File: src/rtl/ows_txn_ctrl.sv
// 1-wire slave transaction sequencer: ROM layer (Read/Match/Skip) followed by the
// memory function layer (write/read streaming from a 16-bit start address).
module ows_txn_ctrl #(
   parameter int unsigned DATA_W     = 8,
   parameter int unsigned ADDR_W     = 16,
   parameter logic [63:0] DEVICE_UID = 64'h0000_0000_0000_0001
) (
   input  logic              clk,
   input  logic              rst_n,
   input  logic              reset_pulse,
   input  logic [DATA_W-1:0] rx_byte,
   input  logic              rx_valid,
   output logic [DATA_W-1:0] tx_byte,
   output logic              tx_load,
   input  logic              tx_ready,
   output logic [ADDR_W-1:0] mem_addr,
   output logic [DATA_W-1:0] mem_wdata,
   output logic              mem_we,
   output logic              mem_re,
   input  logic [DATA_W-1:0] mem_rdata,
   output logic              selected,
   output logic              busy
);

   localparam int unsigned HI_W = ADDR_W - DATA_W;

   localparam logic [DATA_W-1:0] CMD_READ_ROM  = 'h33;
   localparam logic [DATA_W-1:0] CMD_MATCH_ROM = 'h55;
   localparam logic [DATA_W-1:0] CMD_SKIP_ROM  = 'hCC;
   localparam logic [DATA_W-1:0] CMD_WRITE     = 'h0F;
   localparam logic [DATA_W-1:0] CMD_READ      = 'hF0;

   typedef enum logic [3:0] {
      StIdle, StRomCmd, StMatchRom, StReadRom, StFunCmd, StAddrLo,
      StAddrHi, StWrData, StRdReq, StRdWait, StRdSend, StWaitRst
   } state_e;

   state_e              state_q, state_d;
   logic [2:0]          cnt_q, cnt_d;
   logic [ADDR_W-1:0]   addr_q, addr_d;
   logic                wr_mode_q, wr_mode_d;
   logic [DATA_W-1:0]   rd_data_q, rd_data_d;
   logic [DATA_W-1:0]   tx_byte_q, tx_byte_d;
   logic                tx_load_q, tx_load_d;
   logic [ADDR_W-1:0]   mem_addr_q, mem_addr_d;
   logic [DATA_W-1:0]   mem_wdata_q, mem_wdata_d;
   logic                mem_we_q, mem_we_d;
   logic                mem_re_q, mem_re_d;
   logic                selected_q, selected_d;
   logic                busy_q, busy_d;

   logic [DATA_W-1:0]   uid_bytes [8];
   logic [DATA_W-1:0]   uid_byte;
   logic [ADDR_W-1:0]   addr_inc;

   for (genvar g = 0; g < 8; g++) begin : g_uid
      assign uid_bytes[g] = DEVICE_UID[g*DATA_W +: DATA_W];
   end

   assign uid_byte = uid_bytes[cnt_q];
   assign addr_inc = addr_q + ADDR_W'(1);

   always_comb begin
      state_d     = state_q;
      cnt_d       = cnt_q;
      addr_d      = addr_q;
      wr_mode_d   = wr_mode_q;
      rd_data_d   = rd_data_q;
      tx_byte_d   = tx_byte_q;
      mem_addr_d  = mem_addr_q;
      mem_wdata_d = mem_wdata_q;
      selected_d  = selected_q;
      tx_load_d   = 1'b0;
      mem_we_d    = 1'b0;
      mem_re_d    = 1'b0;

      if (reset_pulse) begin
         state_d    = StRomCmd;
         selected_d = 1'b0;
         cnt_d      = '0;
      end else begin
         unique case (state_q)
            StIdle: ;
            StRomCmd: begin
               if (rx_valid) begin
                  cnt_d = '0;
                  case (rx_byte)
                     CMD_READ_ROM: begin
                        state_d    = StReadRom;
                        selected_d = 1'b1;
                     end
                     CMD_MATCH_ROM: state_d = StMatchRom;
                     CMD_SKIP_ROM: begin
                        state_d    = StFunCmd;
                        selected_d = 1'b1;
                     end
                     default: state_d = StWaitRst;
                  endcase
               end
            end
            StMatchRom: begin
               if (rx_valid) begin
                  if (rx_byte != uid_byte) begin
                     state_d = StWaitRst;
                  end else if (cnt_q == 3'd7) begin
                     state_d    = StFunCmd;
                     selected_d = 1'b1;
                  end else begin
                     cnt_d = cnt_q + 3'd1;
                  end
               end
            end
            StReadRom: begin
               // tx_load_q guard keeps loads apart while tx_ready lags by a cycle
               if (tx_ready && !tx_load_q) begin
                  tx_load_d = 1'b1;
                  tx_byte_d = uid_byte;
                  cnt_d     = cnt_q + 3'd1;
                  if (cnt_q == 3'd7) state_d = StFunCmd;
               end
            end
            StFunCmd: begin
               if (rx_valid) begin
                  case (rx_byte)
                     CMD_WRITE: begin
                        state_d   = StAddrLo;
                        wr_mode_d = 1'b1;
                     end
                     CMD_READ: begin
                        state_d   = StAddrLo;
                        wr_mode_d = 1'b0;
                     end
                     default: state_d = StWaitRst;
                  endcase
               end
            end
            StAddrLo: begin
               if (rx_valid) begin
                  addr_d[DATA_W-1:0] = rx_byte;
                  state_d            = StAddrHi;
               end
            end
            StAddrHi: begin
               if (rx_valid) begin
                  addr_d[ADDR_W-1:DATA_W] = rx_byte[HI_W-1:0];
                  if (wr_mode_q) begin
                     state_d = StWrData;
                  end else begin
                     // Issue the first read so mem_re is live while in StRdReq
                     state_d    = StRdReq;
                     mem_re_d   = 1'b1;
                     mem_addr_d = {rx_byte[HI_W-1:0], addr_q[DATA_W-1:0]};
                  end
               end
            end
            StWrData: begin
               if (rx_valid) begin
                  mem_we_d    = 1'b1;
                  mem_wdata_d = rx_byte;
                  mem_addr_d  = addr_q;
                  addr_d      = addr_inc;
               end
            end
            StRdReq:  state_d = StRdWait;
            StRdWait: begin
               rd_data_d = mem_rdata;
               state_d   = StRdSend;
            end
            StRdSend: begin
               if (tx_ready && !tx_load_q) begin
                  tx_load_d  = 1'b1;
                  tx_byte_d  = rd_data_q;
                  addr_d     = addr_inc;
                  mem_re_d   = 1'b1;
                  mem_addr_d = addr_inc;
                  state_d    = StRdReq;
               end
            end
            StWaitRst: ;
            default: state_d = StIdle;
         endcase
      end

      busy_d = !(state_d inside {StIdle, StWaitRst});
   end

   always_ff @(posedge clk or negedge rst_n) begin
      if (!rst_n) begin
         state_q     <= StIdle;
         cnt_q       <= '0;
         addr_q      <= '0;
         wr_mode_q   <= 1'b0;
         rd_data_q   <= '0;
         tx_byte_q   <= '0;
         tx_load_q   <= 1'b0;
         mem_addr_q  <= '0;
         mem_wdata_q <= '0;
         mem_we_q    <= 1'b0;
         mem_re_q    <= 1'b0;
         selected_q  <= 1'b0;
         busy_q      <= 1'b0;
      end else begin
         state_q     <= state_d;
         cnt_q       <= cnt_d;
         addr_q      <= addr_d;
         wr_mode_q   <= wr_mode_d;
         rd_data_q   <= rd_data_d;
         tx_byte_q   <= tx_byte_d;
         tx_load_q   <= tx_load_d;
         mem_addr_q  <= mem_addr_d;
         mem_wdata_q <= mem_wdata_d;
         mem_we_q    <= mem_we_d;
         mem_re_q    <= mem_re_d;
         selected_q  <= selected_d;
         busy_q      <= busy_d;
      end
   end

   assign tx_byte   = tx_byte_q;
   assign tx_load   = tx_load_q;
   assign mem_addr  = mem_addr_q;
   assign mem_wdata = mem_wdata_q;
   assign mem_we    = mem_we_q;
   assign mem_re    = mem_re_q;
   assign selected  = selected_q;
   assign busy      = busy_q;

endmodule

File: config.mk
export PLATFORM = sky130hd
export DESIGN_NAME = ows_txn_ctrl
export DESIGN_NICKNAME = d
export VERILOG_FILES = /design/src/rtl/ows_txn_ctrl.sv
export SDC_FILE = /design/constraint.sdc
export NUM_CORES = 1
export LEC_CHECK = 0
export BUFFER_PORTS_ARGS = -buffer_cell sky130_fd_sc_hd__buf_2
export CORE_MARGIN = 1
export CORE_UTILIZATION = 25
export CTS_CLUSTER_DIAMETER = 50
export DETAILED_ROUTE_END_ITERATION = 6
export HOLD_SLACK_MARGIN = 0.12
export SLEW_MARGIN = 5
export SYNTH_ARGS = -nofsm -noshare
export SYNTH_HDL_FRONTEND = slang
export SYNTH_SLANG_ARGS = --single-unit
File: constraint.sdc
create_clock -name clk -period 2.4 [get_ports clk]
set_clock_uncertainty 0.1 [all_clocks]
set_input_delay 0.48 -clock clk [delete_from_list [all_inputs] [get_ports clk]]
set_output_delay 0.48 -clock clk [all_outputs]
set_load 0.01 [all_outputs]
Word level (Yosys, flattened, before mapping)

Memory sizes are Yosys's and may differ from the RTL's.
Cells that the tools add are included.

Register bits after elaboration: 69
Latch bits: 0
Bits in writable memories: 0
Memory bits (read-only): 64
Bits of input ports: 21
Output and inout port bits: 37
Word-level logic and storage cells: 130
Memories: 1

Add/subtract/negate cells: 2
$mul: 0
Divide/modulo/power cells: 0
Magnitude comparators: 1
Equal/unequal tests: 32
Shift-type cells: 0
Mux-type cells: 53
Bitwise operators: 2
Reduce and logical (&&, ||, !) cells: 25

Memory list:

| memory          | words | width | rd ports | clocked after memory_dff | write ports | line | source |
|---|---|---|---|---|---|---|---|
| (no name shown) | 8     | 8     | 1        | 0                        | 0           | 60   | `assign uid_byte = uid_bytes[cnt_q];` |

Operators by type and width:

| kind                                                                   | count |
|---|---|
| 16-bit 2-to-1 mux                                                      | 5 |
| 4-bit 2-to-1 mux                                                       | 12 |
| 16-bit one-hot mux with 3 select lines                                 | 1 |
| 8-bit one-hot mux with 3 select lines                                  | 2 |
| 8-bit 2-to-1 mux                                                       | 5 |
| 4-bit one-hot mux with 10 select lines                                 | 1 |
| 3-bit inequality test (second input constant)                          | 7 |
| 4-bit equality test (second input constant)                            | 5 |
| 3-bit 2-to-1 mux                                                       | 6 |
| 6-bit AND reduction                                                    | 3 |
| 16-bit by 1-bit adder with 16-bit output (second input constant)       | 1 |
| 4-bit by 3-bit equality test with 1-bit output (second input constant) | 4 |
| 8-bit equality test (second input constant)                            | 2 |
| 8-bit one-hot mux with 2 select lines                                  | 1 |
| 1-bit 2-to-1 mux                                                       | 15 |
| 2-bit inequality test (second input constant)                          | 6 |
| 4-bit one-hot mux with 3 select lines                                  | 1 |
| 5-bit AND reduction                                                    | 2 |
| 3-bit one-hot mux with 3 select lines                                  | 1 |
| 3-bit nonzero test                                                     | 3 |
| 4-bit by 2-bit equality test with 1-bit output (second input constant) | 2 |
| 8-bit by 4-bit equality test with 1-bit output (second input constant) | 1 |
| 8-bit by 6-bit equality test with 1-bit output (second input constant) | 1 |
| 8-bit by 7-bit equality test with 1-bit output (second input constant) | 1 |
| 18 further kinds                                                       | 27 |

Depth between registers and ports, before layout

Gate-level depths: netlist of run 1.

Depth in word-level cells: 12
Mapped depth: 10
Gate-level depth less buffers: 9

Worst setup path after synthesis of run 1

OpenSTA, ideal clock, no wires.

Path type: register to register
Start: register cnt_q[0]
End: register busy_q (netlist: busy)
Setup time: 0.073 ns
Arrival: 1.904 ns
Data required time: 2.227 ns
Slack: 0.323 ns
Cell stages (with the launch flop): 10
Path buffers: 0
Clock period less this slack: 2.077 ns
Cell sequence: dfrtp_1 -> ha_1 -> ha_1 -> nor3b_2 -> a21oi_1 -> a211o_2 -> a41oi_1 -> nor2_1 -> and4b_1 -> a21oi_2

Cells in the longest elaborated chain, start to end: 12
Elaborated cells between the ends (all ways): 16
Those cells by class: eq/ne: 3; mux: 8; bitwise: 1; reduce/logical: 3; memory: 1

Ends and longest elaborated chain:

| what                                                            | line | source |
|---|---|---|
| from (decl)                                                     | 39   | `logic [2:0] cnt_q, cnt_d;` |
| from (signal assigned)                                          | 204  | `cnt_q <= cnt_d;` |
| 3-bit NOT with 4-bit output (not written as such)               | 60   |  |
| memory read 8 x 8 bit                                           | --   |  |
| 8-bit 2-to-1 mux (not written as such) (2 in a row)             | 60   |  |
| 8-bit inequality test                                           | 103  | `if (rx_byte != uid_byte) begin` |
| 4-bit 2-to-1 mux                                                | 103  |  |
| 4-bit 2-to-1 mux                                                | 102  | `if (rx_valid) begin` |
| 4-bit one-hot mux with 10 select lines (*)                      | 82   | `unique case (state_q)` |
| 4-bit 2-to-1 mux (*)                                            | 77   | `if (reset_pulse) begin` |
| 4-bit equality test / 4-bit logical NOT (equally long branches) | 184  | `busy_d = !(state_d inside {StIdle, StWaitRst});` |
| 2-bit nonzero test (*)                                          | 184  |  |
| 1-bit logical NOT (*)                                           | 184  |  |
| via busy_d                                                      | 50   | `logic busy_q, busy_d;` |
| to (signal assigned)                                            | 215  | `busy_q <= busy_d;` |
| to (decl)                                                       | 50   |  |

The timed path passes the listed nets; every way through them passes the cells marked *. The select of a mux whose other input is x is not followed.
A chain may end at the register's enable or synchronous reset.

Worst setup path in the final report of run 1

Ends and elaborated chain as after synthesis.

==> impl_summary.log, run 1 <==
INFO  metric run_status = complete, no violations
INFO  metric internal-power = approximately 3 mW
INFO  metric report.final.slew_viol_count = 0
INFO  metric clockRootBuffer = clkbuf_16
INFO  metric synth_top_area_cells = dfrtp_1 45%, nand2_1 6.1%, a21oi_1 4.9%, mux2_2 4.7%, o21ai_0 4.4%
INFO  metric setup_tns = 0 ps
INFO  metric min_period_over_period = roughly 95%
INFO  metric seq_area_frac_synth = ~45%
INFO  metric worst_hold_slack = 277 ps
INFO  metric criticalPathCategory = reg -> reg
INFO  metric synthSimpleGateAreaFrac = a little over a fifth
INFO  metric detail_route.drc_violations = 0
INFO  metric timing.final.setup_violations = 0
INFO  metric timing.critical_path.from_type = register
INFO  metric synth_area_per_cell = roughly 9.2 µm²
INFO  metric vias_per_cell = approximately 5.1
INFO  metric holdCritPathClass = in -> reg
INFO  metric timing.critical_path.slowest_stage_cell = dfrtp_1
INFO  metric synthAdderAreaFrac = ~1.3%
INFO  metric synth_xor_xnor_area_share = under 10%
INFO  metric detail_route.iter0.violations = 297
INFO  metric layout.filler_cells = 1593
INFO  metric fmax = 439 MHz
INFO  metric io_pins = slightly below 60
INFO  metric final_count_of_hold_timing_violations = 0
INFO  metric clkLatencyLatePin = approximately 330 ps
INFO  metric worstRegToRegCells = 9
INFO  metric synth_seq_cells = 69
INFO  metric yosysWarningCount = 0
INFO  metric finish.net_count = 514
INFO  metric synth_cell_types = 63
INFO  metric worst_ir_drop_vdd = around 0.00031 V
INFO  metric multi_input_area = between 0.0015 and 0.002 mm²
INFO  metric postSynthNetCount = between 400 and 500
INFO  metric synth.top_cell.area_share = approximately 45%
INFO  metric slew_of_the_pin_with_the_lowest_slew_margin = roughly 570 ps
INFO  metric globalplace.congestion = approximately 0.9
INFO  metric floorplan.core_area = ~0.015 mm²
INFO  metric synth_cells = 417
INFO  metric timing.reg2reg.setup_slack = ~120 ps
INFO  metric yosys-mux-area-fraction = between 5 and 6%
INFO  metric grt_antenna_before_repair = 0
INFO  metric power.combinational.fraction = 29.9%
INFO  metric unrepaired_setup_endpoints_after_global_routing = no
INFO  metric share_seq_of_total_power = a little under two fifths
INFO  metric synth_edf_count = 0
INFO  metric worst_ep_required_time = roughly 2600 ps
INFO  metric power.clock.fraction = between 30% and 40%
INFO  metric cts_buffers = 9
INFO  metric tightest_slew_margin_relative_to_the_limit = approximately three fifths
INFO  metric drt_pre_antenna_iters = 5
INFO  metric holdCritStartpoint = mem_rdata[5]
INFO  metric synth_top_area_cell = dfrtp_1
INFO  metric synth.most_common_cell = dfrtp_1
INFO  metric rows = 45
INFO  metric slowest_cell_delay_on_critical_path = about 400 ps
INFO  metric first_global_vias = ~3.3k
INFO  metric pin_count_of_the_biggest_net_entering_global_routing = 70
INFO  metric floorplan.initialDensity = 25.4%
INFO  metric io_buffers = 57
INFO  metric synth-compound-area-share = between 20% and 30%
INFO  metric netSwitchingPower = roughly 1.5 mW
INFO  metric global_route_wire_length_before_repair = between 15 and 20 mm
INFO  metric worstPathMaxFanout = 5
INFO  metric leakagePower = roughly 2.2 nW
INFO  metric crit_top_cell = ha_1
INFO  metric hold-path-endpoint = rd_data_q[5]
INFO  metric worst_r2r_endpoint = busy
INFO  metric clk_transition_reported_paths = ~50 ps
INFO  metric drive_gt1_share = 26.9%
INFO  metric routed-via-count = roughly 3.5k
INFO  metric worstSetupEndpointType = register
INFO  metric post_synthesis_cell_area = between 0.003 and 0.004 mm²
INFO  metric insertedDiodeCount = 0
INFO  metric yosys_most_used_dff = dfrtp_1
INFO  metric hold_path_depth = 2
INFO  metric cts-htree-levels = 3
INFO  metric syn_to_final_growth = 24.2%
INFO  metric dpl.hpwl = roughly 7.7 mm
INFO  metric cts_tree = yes
INFO  metric timing.critical_path.arrival = 2450 ps
INFO  metric max-clock-path-buffers = 2
INFO  metric globalRouteTotalUtil = between 10% and 20%
INFO  metric r2r-start = cnt_q[0]
INFO  metric regArea = 0.00173 mm²
INFO  metric cts.sinks = between 60 and 70
INFO  metric die_footprint = 0.0159 mm²
INFO  metric gr-total-overflow = 0
INFO  metric worstPathCellList = ha_1 -> ha_1 -> nor3b_2 -> a21oi_1 -> a211o_2 -> a41oi_1 -> nor2_1 -> and4b_1 -> a21oi_2
INFO  metric power_density = 930 mW/mm²
INFO  metric netlist_top_cells_count = 69 x dfrtp_1, 63 x nand2_1, 38 x a21oi_1, 34 x o21ai_0, 27 x nor2_1
INFO  metric mean_routed_wirelength_per_cell = 15.7 µm
INFO  metric power.share.switching = 33.2%
INFO  metric main_combinational_cell_family_by_area_after_synthesis = compound AO/OA/AOI/OAI gates
INFO  metric async_reset_ff_share = 100%
INFO  metric routed_wl = roughly 11 mm
INFO  metric die_width = approximately 130 µm
INFO  metric finalCriticalPeriod = around 2300 ps
INFO  metric ant_nets = 0
INFO  metric die_h = 126 µm
INFO  metric cap_violations = 0
[logic make-up (layout without fill, tap and decap cells)]
family / Yosys count / after routing
fa+ha+maj: 4 / 4
compound gates: 129 / 129
mux: 18 / 18
buf+inv: 28 / 105
xor+xnor: 9 / 9
flops: 69 / 69
simple gates: 160 / 160
[registers in the layout, summed over array words and instances, names as in the netlist, 3 cells and up]
| signal | count |
|---|---|
| addr_q | 16 |
| cnt_q | 3 |
| mem_addr | 16 |
| mem_wdata | 8 |
| rd_data_q | 8 |
| state_q | 4 |
| tx_byte | 8 |
[power by group through the flow]
stage | clock [mW] | sequential [mW] | combinational [mW]
after floorplan | 0 | 1.72 | 0.878
after global placement | 0 | 1.71 | 1.31
after detailed placement | 0 | 1.73 | 1.33
after CTS | 1.45 | 1.71 | 1.33
after global routing | 1.50 | 1.76 | 1.47
final | 1.41 | 1.71 | 1.33
[through the flow]
stage | power (mW) | instance area, µm² | setup WS [ps] | cells | utilization, %
CTS | 4.50 | 4790 | 133 | 682 | 31.6
global placement | 3.02 | 4470 | 174 | 665 | 29.5
floorplan | 2.60 | 3850 | 323 | 417 | -
global route | 4.73 | 4790 | 8.98 | 682 | 31.6
detailed placement | 3.06 | 4470 | 136 | 665 | 29.5
finish | 4.45 | 4790 | 120 | 682 | 31.6
[critical path, delay by kind of cell, from the launching register on]
kind	cells	cell delay [ps]
AND/OR/NAND/NOR	3	550
adder cells (fa/ha/maj)	2	450
flip-flops	1	400
AO/OA/AOI/OAI	4	720
[metal layers]
| layer | up-vias | wire length, µm | GRT usage, % |
|---|---|---|---|
| met5 | - | 0 | 0 |
| met4 | 0 | 94 | 3.47 |
| met3 | 9 | 595 | 3.74 |
| met2 | 139 | 5080 | 22.5 |
| met1 | 1656 | 4920 | 18.4 |
| li1 | 1657 | - | - |
[layout by cell type, fill, tap and decap left out, types with 12 or more instances in the layout]
cell      n
nor2_1   27
nand3_1  14
a22o_1   12
buf_2    57
o21ai_0  34
buf_4    25
dfrtp_1  69
mux2_2   16
nand2_1  63
a21oi_1  38
[timing repair]
action,in CTS,in global routing
setup buffers,0,0
hold endpoints to repair,69,0
hold buffers,1,0
endpoints found under the setup margin,0,1
gates resized for setup,0,1
[how the worst max path moves through the flow]
stage | cells past startpoint | from | slack (ps) | end
after global placement | 7 | rx_byte[2] | 170 | busy
final | 9 | cnt_q[0] | 120 | busy
after floorplan | 9 | cnt_q[0] | 320 | busy
after CTS | 9 | cnt_q[0] | 130 | busy
after detailed placement | 8 | rx_byte[0] | 140 | busy
after global routing | 7 | addr_q[0] | 9 | mem_addr[11]
[cell type report]
| class | instances | share of cell area (%) |
|---|---|---|
| multi-input cells | 320 | 41.7 |
| flip-flops and latches | 69 | 36.1 |
| repair buffers | 84 | 10.5 |
| clock buffers | 12 | 4.94 |
| well taps | 188 | 4.91 |
| clock inverters | 4 | 1.52 |
| inverters | 5 | 0.392 |
(Power assumes the default switching activity.)
==> run 2, diff against run 1 <==
Settings changed: CORE_UTILIZATION 25 to 35.
Clock period 2.4 ns to 1.8 ns, I/O delays scaled along.
==> run 2 against run 1 <==
  * The run now ends with setup timing left
  * Combinational power up 150%
  * Hold slack worse by 140 ps
  * Final area up 38%
  * Core utilization up 31 points
  * Die area down 28%
  * Largest power group is now combinational logic
  * Sequential power up 33%
  * Fmax up 4.8%
  * Via count up 20%
  * Worst setup slack worse by 490 ps
  * Flip-flop and latch count unchanged
  * Global-route usage up 9.9 points
  * First-iteration DRC count down 33%
  * Critical endpoint unchanged
==> impl_summary.log, run 2 (synthesis results as in run 1) <==
INFO  metric first_global_vias = 4033 (+21%)
INFO  metric insertedDiodeCount = 0 (unchanged)
INFO  metric placement.cell_area = 0.00509 mm² (+14%)
INFO  metric syn_to_final_growth = 71.3%
INFO  metric global_route_wire_length_before_repair = 20.8 mm (+19%)
INFO  metric detail_route.iter0.violations = 198 (-33%)
INFO  metric violations = setup timing
INFO  metric ant_nets = 0 (unchanged)
INFO  metric top_layer_used = met4
INFO  metric routed_wl = 14.2 mm (+32%)
INFO  metric worstPathMaxFanout = 4 (-1)
INFO  metric finalCriticalPeriod = 2170 ps (-105 ps)
INFO  metric final_area = 0.00660 mm² (+38%)
INFO  metric final_common_cell = buf_4
INFO  metric layout.filler_cells = 808 (-49%)
INFO  metric worst_ir_drop_vdd = 0.000611 V (+94%)
INFO  metric timing.critical_path.slowest_stage_cell = dfrtp_1
INFO  metric holdCritStartpoint = mem_rdata[3]
INFO  metric clkLatencyLatePin = 360 ps (+30 ps)
INFO  metric io_buffers = 57 (unchanged)
INFO  metric tightest_slew_margin_relative_to_the_limit = 49.2% (-13 points)
INFO  metric drt_pre_antenna_iters = 4 (-1)
INFO  metric worstRegToRegCells = 9 (unchanged)
INFO  metric finish.net_count = 644 (+25%)
INFO  metric gr-total-overflow = 0 (unchanged)
INFO  metric floorplan.core_area = 0.0105 mm² (-31%)
INFO  metric timing.reg2reg.setup_slack = -370 ps (-490 ps)
INFO  metric max-clock-path-buffers = 2 (unchanged)
INFO  metric hold_path_depth = 2 (unchanged)
INFO  metric criticalPathCategory = reg -> reg
INFO  metric floorplan.initialDensity = 36.7% (+11 points)
INFO  metric finalNonFillerCells = 759 (+11%)
INFO  metric slew_of_the_pin_with_the_lowest_slew_margin = 762 ps (+193 ps)
INFO  metric timing.final.setup_violations = 43 (+43)
INFO  metric routed-via-count = 4165 (+20%)
INFO  metric worstPathCellList = ha_2 -> ha_4 -> buf_4 -> nand4_1 -> a21oi_1 -> a221o_1 -> nor4_1 -> and4b_1 -> a21oi_2
INFO  metric timing.critical_path.from_type = register
INFO  metric rows = 37 (-18%)
INFO  metric clockRootBuffer = clkbuf_8
INFO  metric worstSetupEndpointType = register
INFO  metric slowest_cell_delay_on_critical_path = 410 ps (about the same)
INFO  metric met2_layer_wire_length_in_the_routed_design = 7.09 mm (+40%)
INFO  metric worst_r2r_endpoint = busy
INFO  metric min_period_over_period = 121% (+26 points)
INFO  metric final_count_of_hold_timing_violations = 0 (unchanged)
INFO  metric die_width = 107 µm (-15%)
INFO  metric detail_route.drc_violations = 0 (unchanged)
INFO  metric drive_gt1_share = 59.4% (+32 points)
INFO  metric setup_slack = -375 ps (-495 ps)
INFO  metric cts_buffers = 9 (unchanged)
INFO  metric dp.cells = 690 (+3.8%)
INFO  metric die_h = 107 µm (-15%)
INFO  metric unrepaired_setup_endpoints_after_global_routing = yes
INFO  metric die_footprint = 0.0114 mm² (-28%)
INFO  metric regArea = 0.00173 mm² (about the same)
INFO  metric globalplace.congestion = 0.905 (+0.22%)
INFO  metric cts-htree-levels = 3 (unchanged)
INFO  metric cap_violations = 0 (unchanged)
INFO  metric dpl.hpwl = 8.55 mm (+12%)
INFO  metric mean_routed_wirelength_per_cell = 18.7 µm (+19%)
INFO  metric hold-path-endpoint = rd_data_q[3]
INFO  metric detailroute.wirelength.met3 = 722 µm (+21%)
INFO  metric worst_ep_required_time = 1950 ps (-620 ps)
INFO  metric holdCritPathClass = in -> reg
INFO  metric route.layer.met1.wl = 5.85 mm (+19%)
INFO  metric fmax = 460 MHz (+4.8%)
INFO  metric grt_antenna_before_repair = 0 (unchanged)
INFO  metric report.final.slew_viol_count = 0 (unchanged)
INFO  metric cts.sinks = 69 (unchanged)
INFO  metric run_status = finished, violations left
INFO  metric multi_input_area = 0.00259 mm² (+30%)
INFO  metric r2r-start = cnt_q[0]
INFO  metric worst_hold_slack = 137 ps (-141 ps)
INFO  metric layout_common_cells = 104 x buf_4, 68 x dfrtp_1, 59 x buf_2
INFO  metric clk_transition_reported_paths = 70 ps (+20 ps)
INFO  metric vias_per_cell = 5.49 (+8.1%)
INFO  metric globalRouteTotalUtil = 23.9% (+9.9 points)
INFO  metric power_density = 1070 mW/mm² (+15%)
INFO  metric cts_tree = yes
INFO  metric leakagePower = 3.02 nW (+39%)
INFO  metric timing.critical_path.arrival = 2320 ps (-130 ps)
INFO  metric power = 7.04 mW (+58%)
INFO  metric io_pins = 58 (unchanged)
INFO  metric pin_count_of_the_biggest_net_entering_global_routing = 70 (unchanged)
run 2: cell count changes in the layout (fill, tap and decap cells not counted), sizes merged:
cell	change
clkbuf	+3
clkinv	-1
dlygate4sd3	+2
buf	+125
run 2: final cells by class:
class                           count  area share (%)
Clock buffer                       12            2.50
Clock inverter                      3            1.02
Inverter                            5           0.284
Multi-Input combinational cell    320            39.3
Sequential cell                    69            26.2
Tap cell                          136            2.58
Timing Repair Buffer              214            28.2
run 2: per-stage QoR:
step	util, %	setup TNS, ps	setup WS, ps
after global placement	48.5	-3740	-309
final	62.8	-5060	-375
after CTS	56.6	-4680	-303
after global routing	62.8	-8440	-434
after floorplan	-	-424	-190
after detailed placement	48.5	-4720	-320
run 2: report_power, final:
part / switching [mW] / internal, mW / total, mW
logic: 1.55 / 1.71 / 3.26
registers: 0.327 / 1.95 / 2.28
clock network: 0.616 / 0.886 / 1.50
total: 2.49 / 4.55 / 7.04
run 2: what timing repair did:
| item | CTS | global route |
|---|---|---|
| buffers inserted | 23 | 23 |
| setup endpoints to repair | 54 | 67 |
| hold buffers | 3 | 0 |
| gates resized for setup | 93 | 107 |
| pin swaps | 36 | 40 |
| endpoints found under the hold margin | 71 | 0 |
| cloned | 6 | 4 |
run 2: worst max-delay path by stage:
stage | start | slack [ps] | endpoint | cells after the start
6_report | cnt_q[0] | -370 | busy | 9
5_1_grt | cnt_q[1] | -430 | busy | 9
4_1_cts | cnt_q[0] | -300 | busy | 9
3_5_place_dp | cnt_q[1] | -320 | busy | 9
3_3_place_gp | cnt_q[0] | -310 | busy | 9
2_1_floorplan | cnt_q[0] | -190 | busy | 9
run 2: worst max-delay path, delay by kind of cell, from the launching register on:
kind | cells | cell delay [ps]
buffers and inverters | 1 | 140
DFF | 1 | 410
AOI/OAI and AO/OA | 3 | 410
adders and majority gates | 2 | 380
and+or+nand+nor | 3 | 620
run 2: routing by layer:
metal	vias to the layer above	global-route usage, %
met4	0	9.98
met5	-	0
met3	41	5.35
li1	1917	-
met2	146	39.9
met1	2061	29.6
==> run 3, diff against run 2 <==
Settings changed: CELL_PAD_IN_SITES_DETAIL_PLACEMENT from default to 0, CELL_PAD_IN_SITES_GLOBAL_PLACEMENT from default to 2, CORE_UTILIZATION 35 to 32, PLACE_DENSITY_LB_ADDON from default to 0.1, SKIP_CTS_REPAIR_TIMING from default to 1.
==> run 3 against run 2 <==
  * The flow finishes with violations (DRC, setup timing)
  * Largest power group unchanged
  * Largest cell class unchanged
  * Core utilization shrank 13 points
  * Cell count shrank 4.9%
  * Via count shrank 10%
==> impl_summary.log, run 3 (synthesis results as in run 1) <==
INFO  metric insertedDiodeCount = 0 (unchanged)
INFO  metric pin_count_of_the_biggest_net_entering_global_routing = 70 (unchanged)
INFO  metric finalCriticalPeriod = 2130 ps (-42.8 ps)
INFO  metric drt_pre_antenna_iters = 6 (+2)
INFO  metric timing.reg2reg.setup_slack = -330 ps (+40 ps)
INFO  metric detail_route.iter0.violations = 150 (-24%)
INFO  metric final_area = 0.00579 mm² (-12%)
INFO  metric worstRegToRegCells = 9 (unchanged)
INFO  metric setup_slack = -332 ps (+42.8 ps)
INFO  metric max-clock-path-buffers = 2 (unchanged)
INFO  metric cts_tree = yes
INFO  metric finish.net_count = 599 (-7.0%)
INFO  metric tightest_slew_margin_relative_to_the_limit = 70.7% (+21 points)
INFO  metric io_buffers = 57 (unchanged)
INFO  metric detail_route.drc_violations = 1 (+1)
INFO  metric clkLatencyLatePin = 350 ps (about the same)
INFO  metric violations = DRC, setup timing
INFO  metric clockRootBuffer = clkbuf_16
INFO  metric grt_antenna_before_repair = 0 (unchanged)
INFO  metric criticalPathCategory = reg -> reg
INFO  metric cts_buffers = 9 (unchanged)
INFO  metric worstSetupEndpointType = register
INFO  metric worstPathMaxFanout = 5 (+1)
INFO  metric die_width = 112 µm (+4.5%)
INFO  metric worst_r2r_endpoint = busy
INFO  metric syn_to_final_growth = 50.4%
INFO  metric globalplace.congestion = 0.876 (-3.1%)
INFO  metric power.combinational.fraction = 40.4% (-5.9 points)
INFO  metric timing.final.setup_violations = 55 (+28%)
INFO  metric cts-htree-levels = 3 (unchanged)
INFO  metric worst_ir_drop_vdd = 0.000553 V (-9.5%)
INFO  metric rows = 39 (+5.4%)
INFO  metric worst_ep_required_time = 1980 ps (+30 ps)
INFO  metric floorplan.initialDensity = 33.3% (-3.3 points)
INFO  metric r2r-start = cnt_q[1]
INFO  metric gr-total-overflow = 0 (unchanged)
INFO  metric die_footprint = 0.0125 mm² (+9.2%)
INFO  metric placement.cell_area = 0.00511 mm² (+0.42%)
INFO  metric timing.critical_path.from_type = register
INFO  metric internal-power = 4.30 mW (-5.5%)
INFO  metric cap_violations = 0 (unchanged)
INFO  metric globalRouteTotalUtil = 20.5% (-3.4 points)
INFO  metric cts.sinks = 69 (unchanged)
INFO  metric mean_routed_wirelength_per_cell = 17.1 µm (-8.3%)
INFO  metric final_common_cell = buf_4
INFO  metric worst_hold_slack = 141 ps (+4.54 ps)
INFO  metric slew_of_the_pin_with_the_lowest_slew_margin = 440 ps (-322 ps)
INFO  metric final_count_of_hold_timing_violations = 0 (unchanged)
INFO  metric vias_per_cell = 5.18 (-5.7%)
INFO  metric power.share.switching = 35.9% (+0.46 points)
INFO  metric layout_common_cells = 95 x buf_4, 69 x dfrtp_1, 59 x nand2_1
INFO  metric fmax = 469 MHz (+2.0%)
INFO  metric clk_transition_reported_paths = 70 ps (about the same)
INFO  metric holdCritStartpoint = mem_rdata[1]
INFO  metric unrepaired_setup_endpoints_after_global_routing = yes
INFO  metric timing.critical_path.arrival = 2310 ps (about the same)
INFO  metric drive_gt1_share = 45.9% (-13 points)
INFO  metric routed-via-count = 3738 (-10%)
INFO  metric global_route_wire_length_before_repair = 19.6 mm (-5.7%)
INFO  metric report.final.slew_viol_count = 0 (unchanged)
INFO  metric run_status = finished, violations left
INFO  metric io_pins = 58 (unchanged)
INFO  metric hold-path-endpoint = rd_data_q[1]
INFO  metric ant_nets = 0 (unchanged)
INFO  metric power.clock.fraction = 26.4% (+5.1 points)
INFO  metric min_period_over_period = 118% (-2.4 points)
INFO  metric power_density = 1160 mW/mm² (+8.5%)
INFO  metric hold_path_depth = 2 (unchanged)
INFO  metric dpl.hpwl = 8.82 mm (+3.1%)
INFO  metric leakagePower = 2.71 nW (-10%)
INFO  metric floorplan.core_area = 0.0116 mm² (+10%)
INFO  metric die_h = 112 µm (+4.5%)
INFO  metric routed_wl = 12.4 mm (-13%)
INFO  metric holdCritPathClass = in -> reg
INFO  metric setup_tns = -6500 ps (-1440 ps)
INFO  metric first_global_vias = 3795 (-5.9%)
INFO  metric final_core_util = 50.1% (-13 points)
INFO  metric netSwitchingPower = 2.41 mW (-3.6%)
INFO  metric share_seq_of_total_power = 33.2% (+0.9 points)
[run 3: worst max-delay path: stages (launching register included)]
cell and delay [ps]:
dfrtp_1 410, ha_2 220, ha_4 180, nor3b_4 210
nor2_1 80, a211o_2 350, a41oi_2 140, nor2_2 70
and4b_1 210, a21oi_2 90
[run 3: per-stage QoR]
| stage | power (mW) | setup WS [ps] | cells |
|---|---|---|---|
| final | 6.71 | -332 | 722 |
| after global routing | 7.09 | -427 | 722 |
| after CTS | 6.36 | -365 | 713 |
| after detailed placement | 4.55 | -355 | 697 |
| after global placement | 4.52 | -316 | 697 |
| after floorplan | 3.51 | -190 | 417 |
[run 3: worst max-delay path by stage]
stage	slack, ps	cells past startpoint	start	to
after floorplan	-190	9	cnt_q[0]	busy
after global placement	-320	9	cnt_q[0]	busy
after detailed placement	-360	9	cnt_q[0]	busy
after CTS	-360	9	cnt_q[0]	busy
after global routing	-430	9	cnt_q[1]	busy
final	-330	9	cnt_q[1]	busy
[run 3: power by group through the flow]
stage	sequential (mW)	clock (mW)	combinational, mW
after floorplan	2.30	0	1.21
after global placement	2.21	0	2.31
after detailed placement	2.22	0	2.32
after CTS	2.20	1.83	2.33
after global routing	2.28	1.87	2.94
final	2.22	1.77	2.71
[run 3: layout make-up]
cell class | count | area (µm²)
Clock inverter | 7 | 62.6
Multi-Input combinational cell | 320 | 2340
Timing Repair Buffer | 169 | 1240
Sequential cell | 69 | 1730
Inverter | 5 | 18.8
Tap cell | 143 | 179
Fill cell | 1116 | 5770
Clock buffer | 9 | 225
[run 3: routing by layer]
metal	GRT usage, %	vias to the layer above	wire length [µm]
met4	8.20	0	322
met5	0	-	0
met3	3.43	23	319
li1	-	1833	-
met1	25.3	1812	5640
met2	35.5	70	6070
